`src/rtl/alarm_sound_pkg.sv`:
```
// Shared types and melody constants for the alarm tone generator.
// Half-periods are expressed in clk cycles.
package alarm_sound_pkg;

  typedef enum logic [1:0] {
    ST_IDLE = 2'd0,
    ST_PLAY = 2'd1,
    ST_GAP  = 2'd2,
    ST_MUTE = 2'd3
  } state_e;

  localparam int MELODY_LEN = 8;
  localparam int NOTE_W     = 16;

  // A zero entry is a rest: the step keeps its timing but stays silent.
  localparam logic [NOTE_W-1:0] HALF_PERIOD [MELODY_LEN] = '{
    16'd2, 16'd3, 16'd1, 16'd4, 16'd0, 16'd2, 16'd5, 16'd3
  };

endpackage

```
`src/rtl/tone_divider.sv`:
```
// Square-wave generator: toggles wave every half_period clk cycles after restart.
// A half_period of zero holds the wave low.
module tone_divider (
  input  logic        clk,
  input  logic        rstn,
  input  logic        restart,
  input  logic [15:0] half_period,
  output logic        wave
);

  logic [15:0] cnt_q, cnt_d;
  logic        wave_q, wave_d;

  always_comb begin
    cnt_d  = cnt_q;
    wave_d = wave_q;
    if (restart || (half_period == 16'd0)) begin
      cnt_d  = 16'd0;
      wave_d = 1'b0;
    end else if (cnt_q == (half_period - 16'd1)) begin
      cnt_d  = 16'd0;
      wave_d = ~wave_q;
    end else begin
      cnt_d = cnt_q + 16'd1;
    end
  end

  always_ff @(posedge clk or negedge rstn) begin
    if (!rstn) begin
      cnt_q  <= 16'd0;
      wave_q <= 1'b0;
    end else begin
      cnt_q  <= cnt_d;
      wave_q <= wave_d;
    end
  end

  assign wave = wave_q;

endmodule

```
`src/rtl/alarm_tone_gen.sv`:
```
// Alarm melody sequencer: steps through the melody table while aud_en is high,
// with a silent gap after each step and a user mute that lasts until aud_en drops.
module alarm_tone_gen
  import alarm_sound_pkg::*;
#(
  parameter int CLK_DIV    = 10000,
  parameter int NOTE_TICKS = 20,
  parameter int GAP_TICKS  = 5
) (
  input  logic       clk,
  input  logic       rstn,
  input  logic       aud_en,
  input  logic       ack,
  output logic       spk,
  output logic       playing,
  output logic [2:0] note_idx
);

  localparam logic [15:0] DIV_LAST  = 16'(CLK_DIV - 1);
  localparam logic [7:0]  NOTE_LAST = 8'(NOTE_TICKS - 1);
  localparam logic [7:0]  GAP_LAST  = 8'((GAP_TICKS > 0) ? (GAP_TICKS - 1) : 0);
  localparam bit          HAS_GAP   = (GAP_TICKS > 0);

  state_e      state_q, state_d;
  logic [2:0]  note_idx_q, note_idx_d;
  logic [15:0] div_q, div_d;
  logic [7:0]  tick_cnt_q, tick_cnt_d;
  logic        playing_q, playing_d;
  logic        tick;
  logic        step_start;
  logic        restart;
  logic        wave;

  assign tick = (div_q == DIV_LAST);

  always_comb begin
    state_d    = state_q;
    note_idx_d = note_idx_q;
    div_d      = div_q;
    tick_cnt_d = tick_cnt_q;
    step_start = 1'b0;
    case (state_q)
      ST_IDLE: begin
        if (aud_en) begin
          state_d    = ST_PLAY;
          note_idx_d = 3'd0;
          step_start = 1'b1;
        end
      end
      ST_PLAY: begin
        if (!aud_en) begin
          state_d    = ST_IDLE;
          note_idx_d = 3'd0;
        end else if (ack) begin
          state_d = ST_MUTE;
        end else begin
          div_d = tick ? 16'd0 : div_q + 16'd1;
          if (tick) begin
            if (tick_cnt_q == NOTE_LAST) begin
              if (HAS_GAP) begin
                state_d = ST_GAP;
              end else begin
                note_idx_d = note_idx_q + 3'd1;
                step_start = 1'b1;
              end
            end else begin
              tick_cnt_d = tick_cnt_q + 8'd1;
            end
          end
        end
      end
      ST_GAP: begin
        if (!aud_en) begin
          state_d    = ST_IDLE;
          note_idx_d = 3'd0;
        end else if (ack) begin
          state_d = ST_MUTE;
        end else begin
          div_d = tick ? 16'd0 : div_q + 16'd1;
          if (tick) begin
            if (tick_cnt_q == GAP_LAST) begin
              state_d    = ST_PLAY;
              note_idx_d = note_idx_q + 3'd1;
              step_start = 1'b1;
            end else begin
              tick_cnt_d = tick_cnt_q + 8'd1;
            end
          end
        end
      end
      ST_MUTE: begin
        if (!aud_en) begin
          state_d    = ST_IDLE;
          note_idx_d = 3'd0;
        end
      end
      default: begin
        state_d    = ST_IDLE;
        note_idx_d = 3'd0;
      end
    endcase
    // Every state entry and every new step restarts tick timing from zero.
    if ((state_d != state_q) || step_start) begin
      div_d      = 16'd0;
      tick_cnt_d = 8'd0;
    end
    playing_d = (state_d == ST_PLAY) || (state_d == ST_GAP);
  end

  // Holding the divider in restart outside PLAY is what silences spk in GAP/IDLE/MUTE.
  assign restart = (state_d != ST_PLAY) || step_start;

  tone_divider u_tone_divider (
    .clk         (clk),
    .rstn        (rstn),
    .restart     (restart),
    .half_period (HALF_PERIOD[note_idx_q]),
    .wave        (wave)
  );

  always_ff @(posedge clk or negedge rstn) begin
    if (!rstn) begin
      state_q    <= ST_IDLE;
      note_idx_q <= 3'd0;
      div_q      <= 16'd0;
      tick_cnt_q <= 8'd0;
      playing_q  <= 1'b0;
    end else begin
      state_q    <= state_d;
      note_idx_q <= note_idx_d;
      div_q      <= div_d;
      tick_cnt_q <= tick_cnt_d;
      playing_q  <= playing_d;
    end
  end

  assign spk      = wave;
  assign playing  = playing_q;
  assign note_idx = note_idx_q;

endmodule

```
`config.mk`:
```
export PLATFORM = sky130hd
export DESIGN_NAME = alarm_tone_gen
export DESIGN_NICKNAME = d
export VERILOG_FILES = /design/src/rtl/alarm_sound_pkg.sv /design/src/rtl/tone_divider.sv /design/src/rtl/alarm_tone_gen.sv
export SDC_FILE = /design/constraint.sdc
export NUM_CORES = 1
export LEC_CHECK = 0
export BUFFER_PORTS_ARGS = -buffer_cell sky130_fd_sc_hd__buf_2
export CAP_MARGIN = 20
export CORE_MARGIN = 2
export CORE_UTILIZATION = 55
export CTS_BUF_LIST = sky130_fd_sc_hd__clkbuf_4 sky130_fd_sc_hd__clkbuf_8
export CTS_CLUSTER_SIZE = 10
export DETAILED_ROUTE_END_ITERATION = 10
export PLACE_DENSITY = 0.86
export SYNTH_ARGS = -nofsm -noshare
export SYNTH_HDL_FRONTEND = slang
export SYNTH_SLANG_ARGS = --single-unit
export TNS_END_PERCENT = 100
```
`constraint.sdc`:
```
create_clock -name clk -period 2.7 [get_ports clk]
set_clock_uncertainty 0.05 [all_clocks]
set_input_delay 0.27 -clock clk [delete_from_list [all_inputs] [get_ports clk]]
set_output_delay 0.27 -clock clk [all_outputs]
set_load 0.01 [all_outputs]
```
==> results of run 1 <==
[per-stage QoR]
| step | utilization, % | total power, W | std cells | instance area, µm² |
|---|---|---|---|---|
| final | 70.4 | 0.00240 | 442 | 3620 |
| after detailed placement | 65.2 | 0.00167 | 427 | 3350 |
| after global routing | 70.4 | 0.00253 | 442 | 3620 |
| after floorplan | - | 0.00136 | 320 | 2980 |
| after global placement | 65.2 | 0.00166 | 427 | 3350 |
| after CTS | 67.9 | 0.00224 | 436 | 3490 |
[registers in the layout, indices dropped and copies added (netlist names)]
register and count:
div_q 16, note_idx 3, playing 1, tick_cnt_q 8, state_q 2, u_tone_divider.cnt_q 16, u_tone_divider.wave 1
[cell families (layout without fill, tap and decap cells)]
group | count (synthesis) | after routing
and+or+nand+nor | 156 | 156
DFF | 47 | 47
AOI/OAI and AO/OA | 46 | 46
xor gates and xnor gates | 33 | 33
buffers and inverters | 20 | 72
adders and majority gates | 13 | 13
muxes | 5 | 5
[layout by cell type, fill, tap and decap left out, drive strengths merged, types with 12 or more instances in the layout]
master	instances
a21oi	17
and3	13
buf	51
dfrtp	47
ha	13
inv	13
nand2	30
nand3	12
nand4	12
nor2	50
o21ai	12
xnor2	14
xor2	19
[power by group through the flow]
stage	sequential, W	combinational, W	clock, W
finish	0.000799	0.00105	0.000543
global route	0.000806	0.00114	0.000580
CTS	0.000795	0.000896	0.000548
detailed placement	0.000811	0.000863	0
global placement	0.000808	0.000847	0
floorplan	0.000810	0.000547	0
[cell type report]
cell class | instances | area (µm²) | share of cell area, %
clock inverter | 3 | 47.5 | 1.31
tap | 70 | 87.6 | 2.42
multi-input combinational | 253 | 1780 | 49.1
timing repair buffer | 52 | 417 | 11.5
sequential | 47 | 1180 | 32.5
clock buffer | 5 | 68.8 | 1.90
inverter | 12 | 45.0 | 1.24
[per-layer routing]
metal	part of all wire [%]	up-vias	global-route usage, %	routed length (µm)
li1	-	1232	-	-
met1	43	1252	33.2	3030
met2	50	120	40.1	3520
met3	6.4	12	4.19	456
met4	1.4	0	10.4	100
met5	0	-	0	0
[critical path: stages, from the launching register on]
cell	delay (ns)
dfrtp_1	0.36
inv_1	0.06
ha_1	0.33
a21o_1	0.20
ha_1	0.21
ha_1	0.22
nor4_1	0.38
a21oi_1	0.14
nor4_2	0.24
or2_4	0.21
buf_8	0.14
nor2_1	0.05
[what timing repair did]
item	4_1_cts	5_1_grt
cloned	0	0
endpoints found under the hold margin	0	21
gates resized for setup	4	23
hold buffers	0	1
pin swaps	3	9
setup endpoints to repair	10	16
buffers inserted	1	4
[how the worst min path moves through the flow]
stage,startpoint,endpoint,slack (ns),cells after the start
after detailed placement,rstn,note_idx[2],0.46,1
after floorplan,rstn,div_q[0],-0.08,0
after global routing,aud_en,note_idx[2],0.39,3
final,aud_en,note_idx[2],0.36,3
after global placement,rstn,note_idx[1],0.45,1
after CTS,rstn,note_idx[2],0.13,1
==> metrics.md, run 1 <==
| Metric | Value |
|---|---|
| CP Max Fanout | 7 |
| Pwr Density | about 660 nW/µm² |
| DP Worst Slack | -0.00120 ns |
| Post-synthesis sequential area ratio | between 30% and 40% |
| FMAX | around 370 MHz |
| Fin. max-slew vios | 0 |
| Reg-to-Reg End | u_tone_divider.cnt_q[11] |
| Worst reg-to-reg setup slack | 0.001 ns |
| Combinational Power Share | ~44% |
| Post-synth EDFFs | 0 |
| Port Buffers | 8 |
| Starting Density | about 58% |
| DR vias | roughly 2600 |
| Area grow syn2layout | 22.1% |
| Drt pass-1 iters | 6 |
| Final count of hold timing violations | 0 |
| FF-to-FF Start | note_idx[0] |
| Critical path type | reg -> reg |
| Asr flop ratio synth | 100% |
| Routed WL | between 7000 and 8000 µm |
| Largest area contributor in the netlist | dfrtp_1 |
| Synth area leaders | dfrtp_1 40%, nor2_1 6.2%, xor2_1 5.6%, ha_1 5.5%, xnor2_1 4.1% |
| Residual DRC | 0 |
| Setup crit start | note_idx[0] |
| Yosys reg bits | 47 |
| Adder-cell area share of the yosys netlist | under 10% |
| Core Region | ~5100 µm² |
| Largest net degree at the start of global routing | 48 |
| Post-Syn Nets | roughly 340 |
| Diodes inserted | 0 |
| Net Sw Power | 0.000910 W |
| Row cnt | 26 |
| Final setup TNS | 0 ns |
| Crit path DAT | between 2 and 3 ns |
| Mapped Area | 2970 µm² |
| Detail Route Antenna Nets | 0 |
| Overall track demand over capacity in global routing | between 20% and 30% |
| Hold slack final | between 0.3 and 0.4 ns |
| Width of the chip | roughly 77 µm |
| First-pass GRT wire length | roughly 12000 µm |
| Proportion of synthesized area in mux cells | 1.73% |
| Max_slew headroom | 63.3% |
| Share of cells above drive strength 1 | a little over a quarter |
| Static Leak | 1.63 nW |
| Reg2Reg Depth | 11 |
| Syn avg cell area | 9.27 µm² |
| Area share of xor/xnor cells in the synthesized design | just under 10% |
| Final net count | slightly below 400 |
| CP required | ~2.9 ns |
| Clock Sinks | 47 |
| Clk buf depth | 2 |
| Synth Area in Simple Gates | between 20% and 30% |
| CTS tree | built |
| Crit end category | flip-flop |
| Fill count | approximately 360 |
| Share of the synthesized area in the top cell type | between 30% and 40% |
| Commonest cells post-synth | 49 x nor2_1, 47 x dfrtp_1, 30 x nand2_1 |
| Complex-gate fraction of the synthesized area | 10.4% |
| Synth warn | 0 |
| Final HPWL from detailed placement | 4930 µm |
| Unrepaired setup endpoints after global routing | true |
| H-Tree Depth | 2 |
| Clock Latency Late Sink | about 0.31 ns |
| Overflow after GRT | 0 |
| # IOs | 9 |
| Outcome | completed |
| Fin crit share | between 90% and 100% |
| Max VDD drop | about 0.7 mV |
| Initial DRC Count | 201 |
| Setup WS post-layout | roughly 0.0011 ns |
| CTS clk-pin slew, worst paths | ~0.10 ns |
| Total die area | between 5000 and 6000 µm² |
| Tmin final | 2.70 ns |
| Slew @ Worst Pin | 0.550 ns |
| WL/cell | 16.1 µm |
| Most frequent cell after synthesis | nor2_1 |
| Switching Fraction | around 38% |
| Unique masters post-synth | between 50 and 60 |
| Placer Congestion | 0.906 |
| CTS Root Cell | clkbuf_8 |
| Internal | between 0.001 and 0.0015 W |
| Die Span Y | 77.4 µm |
| Setup-failing EPs final | 0 |
| Clock group share of total power | between 20% and 30% |
| # Max-Cap Violations | 0 |
| Gate Count Post-Synth | 320 |
| Seq pwr share | between 30 and 40% |
| Top FF cell, synth | dfrtp_1 |
| Number of global-route vias before repair | around 2600 |
| Initial antenna violation count | 0 |
| Via-to-Cell Ratio | approximately 6 |
| Startpoint type of the worst setup path | flip-flop |
| Largest family of logic cells by synthesized area | simple AND/OR/NAND/NOR gates |
| Num CTS Buffers | 5 |
| Worst Setup EP | u_tone_divider.cnt_q[11] |
| Min-delay worst type | in -> reg |
Power figures use the tool's default switching activity.
==> inputs of run 2 (changes only) <==
- MAX_ROUTING_LAYER: not set -> met4
==> run 2 against run 1 <==
Against the previous run: the run now ends with setup timing left; count of clock-buffer cells in the layout stayed put; first-iteration DRC count is 68% higher; clock power is 4.6% lower; flip-flop and latch count stayed put; largest power group unchanged.
==> metrics.md, run 2 (synthesis gave the netlist of run 1 again) <==
| Metric | Value |
|---|---|
| WL/cell | roughly 17 µm |
| Final count of hold timing violations | 0 |
| Met2 usage | between 40% and 50% |
| Initial antenna violation count | 0 |
| Outcome | finished, violations left |
| Overall track demand over capacity in global routing | about a quarter |
| Residual DRC | 0 |
| Delay-heaviest family, CP | simple AND/OR/NAND/NOR gates |
| CP bufs+invs | 0 |
| Initial DRC Count | 337 |
| Critical path type | reg -> reg |
| Hold slack final | 0.362 ns |
| Commonest non-fill, non-tap cell in the layout | dfrtp_1 |
| Row cnt | 26 |
| Worst reg-to-reg setup slack | -0.05 ns |
| Largest regs | div_q (16), u_tone_divider.cnt_q (16), tick_cnt_q (8) |
| Unrepaired setup endpoints after global routing | true |
| Setup-failing EPs final | 2 |
| Clock Latency Late Sink | approximately 0.30 ns |
| Num CTS Buffers | 5 |
| Overflow after GRT | 0 |
| Crit end category | flip-flop |
| Share of cells above drive strength 1 | between 20 and 30% |
| CTS tree | built |
| CP Max Fanout | 8 |
| Tmin final | approximately 2.7 ns |
| Met1 global-route usage | between 30% and 40% |
| Fill count | roughly 360 |
| Detail Route Antenna Nets | 0 |
| First-pass GRT wire length | ~12000 µm |
| CP required | roughly 2.9 ns |
| Routed WL | 7390 µm |
| Fin. max-slew vios | 0 |
| Largest net degree at the start of global routing | 48 |
| FMAX | ~360 MHz |
| Crit path cell chain | nor4b_2, nand4_1, o21ai_2, a21oi_2, or2_4, a21oi_2, ha_2, nand3b_1, a31o_2, or2_4, nor2_1 |
| Final HPWL from detailed placement | ~5000 µm |
| Placer Congestion | around 0.95 |
| Crit-path slowest cell | dfrtp_1 |
| Met3 Track Usage GR | under 10% |
| Diodes inserted | 0 |
| Die Span Y | ~77 µm |
| Final net count | 390 |
| Setup WS post-layout | -0.0490 ns |
| CTS clk-pin slew, worst paths | 0.10 ns |
| Port Buffers | 8 |
| Fin crit share | 102% |
| Min-delay src | aud_en |
| Crit path DAT | slightly below 3 ns |
| Startpoint type of the worst setup path | flip-flop |
| Crit-path max cell delay | 0.41 ns |
| Slew @ Worst Pin | 0.569 ns |
| Max VDD drop | between 0.7 and 0.8 mV |
| Max_slew headroom | between 60% and 70% |
| Util after Layout | around 71% |
| DR vias | about 2700 |
| Most frequent cells in the layout | 47 x dfrtp_1, 41 x buf_4, 37 x nor2_1 |
| Area grow syn2layout | 22.7% |
| Total die area | 5990 µm² |
| Via-to-Cell Ratio | roughly 6.1 |
| Pwr Density | ~650 nW/µm² |
| Min-delay worst type | in -> reg |
| Starting Density | 57.7% |
| # IOs | 9 |
| Static Leak | 1.63 nW |
| Reg2Reg Depth | 11 |
| Reg-to-Reg End | u_tone_divider.cnt_q[0] |
| # Max-Cap Violations | 0 |
| Width of the chip | approximately 77 µm |
| Clk buf depth | 2 |
| Number of global-route vias before repair | between 2000 and 3000 |
| Hold Crit Depth | 3 |
| FF-to-FF Start | div_q[15] |
| H-Tree Depth | 2 |
| Worst Hold End | note_idx[2] |
| Failing checks | setup timing |
| CTS Root Cell | clkbuf_8 |
| GR peak layer | met2 |
| Core Region | roughly 5100 µm² |
| Clock Sinks | 47 |
| Drt pass-1 iters | 5 |
[run 2: worst max path at each step]
stage	depth (start not counted)	from	endpoint	slack, ns
final	11	div_q[15]	u_tone_divider.cnt_q[0]	-0.05
after global routing	11	div_q[14]	u_tone_divider.cnt_q[0]	-0.20
after CTS	12	div_q[15]	u_tone_divider.cnt_q[12]	0.002
after detailed placement	12	tick_cnt_q[5]	u_tone_divider.cnt_q[8]	-0.008
after global placement	12	div_q[6]	u_tone_divider.cnt_q[9]	0.06
after floorplan	13	div_q[6]	u_tone_divider.cnt_q[10]	0.001
[run 2: worst register-to-register path, cell delays in order, from the launching register on]
cell and delay [ns]:
dfrtp_1 0.41, nor4b_2 0.29, nand4_1 0.22, o21ai_2 0.21, a21oi_2 0.08, or2_4 0.25, a21oi_2 0.14, ha_2 0.17
nand3b_1 0.11, a31o_2 0.27, or2_4 0.32, nor2_1 0.14
[run 2: metal layers]
layer  routed length, µm  part of all wire (%)  up-vias
met2                3610                    49      128
met3                 450                   6.1       27
met4                 223                   3.0        0
met5                   0                     0        -
met1                3100                    42     1315
li1                    -                     -     1236
[run 2: power by group]
part | total (W) | internal [W] | switching, W
combinational | 0.00106 | 0.000424 | 0.000631
clock | 0.000518 | 0.000276 | 0.000242
sequential | 0.000804 | 0.000751 | 0.0000534
total | 0.00238 | 0.00145 | 0.000927
[run 2: layout make-up]
class / instances / area (µm²) / area share (%)
Clock inverter: 3 / 43.8 / 1.20
Sequential cell: 47 / 1180 / 32.3
Tap cell: 70 / 87.6 / 2.41
Clock buffer: 5 / 68.8 / 1.89
Multi-Input combinational cell: 254 / 1810 / 49.7
Inverter: 12 / 45.0 / 1.24
Timing Repair Buffer: 53 / 409 / 11.2
[run 2: what timing repair did]
item | in CTS | in global routing
pin swaps | 5 | 22
hold buffers | 0 | 1
buffers inserted | 4 | 2
endpoints found under the hold margin | 0 | 21
setup endpoints to repair | 16 | 17
gates cloned | 0 | 1
resized for setup | 9 | 18
[run 2: per-stage QoR]
stage           TNS, ns  worst slack (ns)  power, W  instances  area (µm²)
3_5_place_dp   -0.00831          -0.00831   0.00173        428        3370
6_report        -0.0544           -0.0490   0.00238        444        3640
3_3_place_gp          0            0.0619   0.00169        428        3370
5_1_grt           -1.80            -0.201   0.00249        444        3640
2_1_floorplan         0           0.00143   0.00136        320        2980
4_1_cts               0           0.00166   0.00232        440        3540
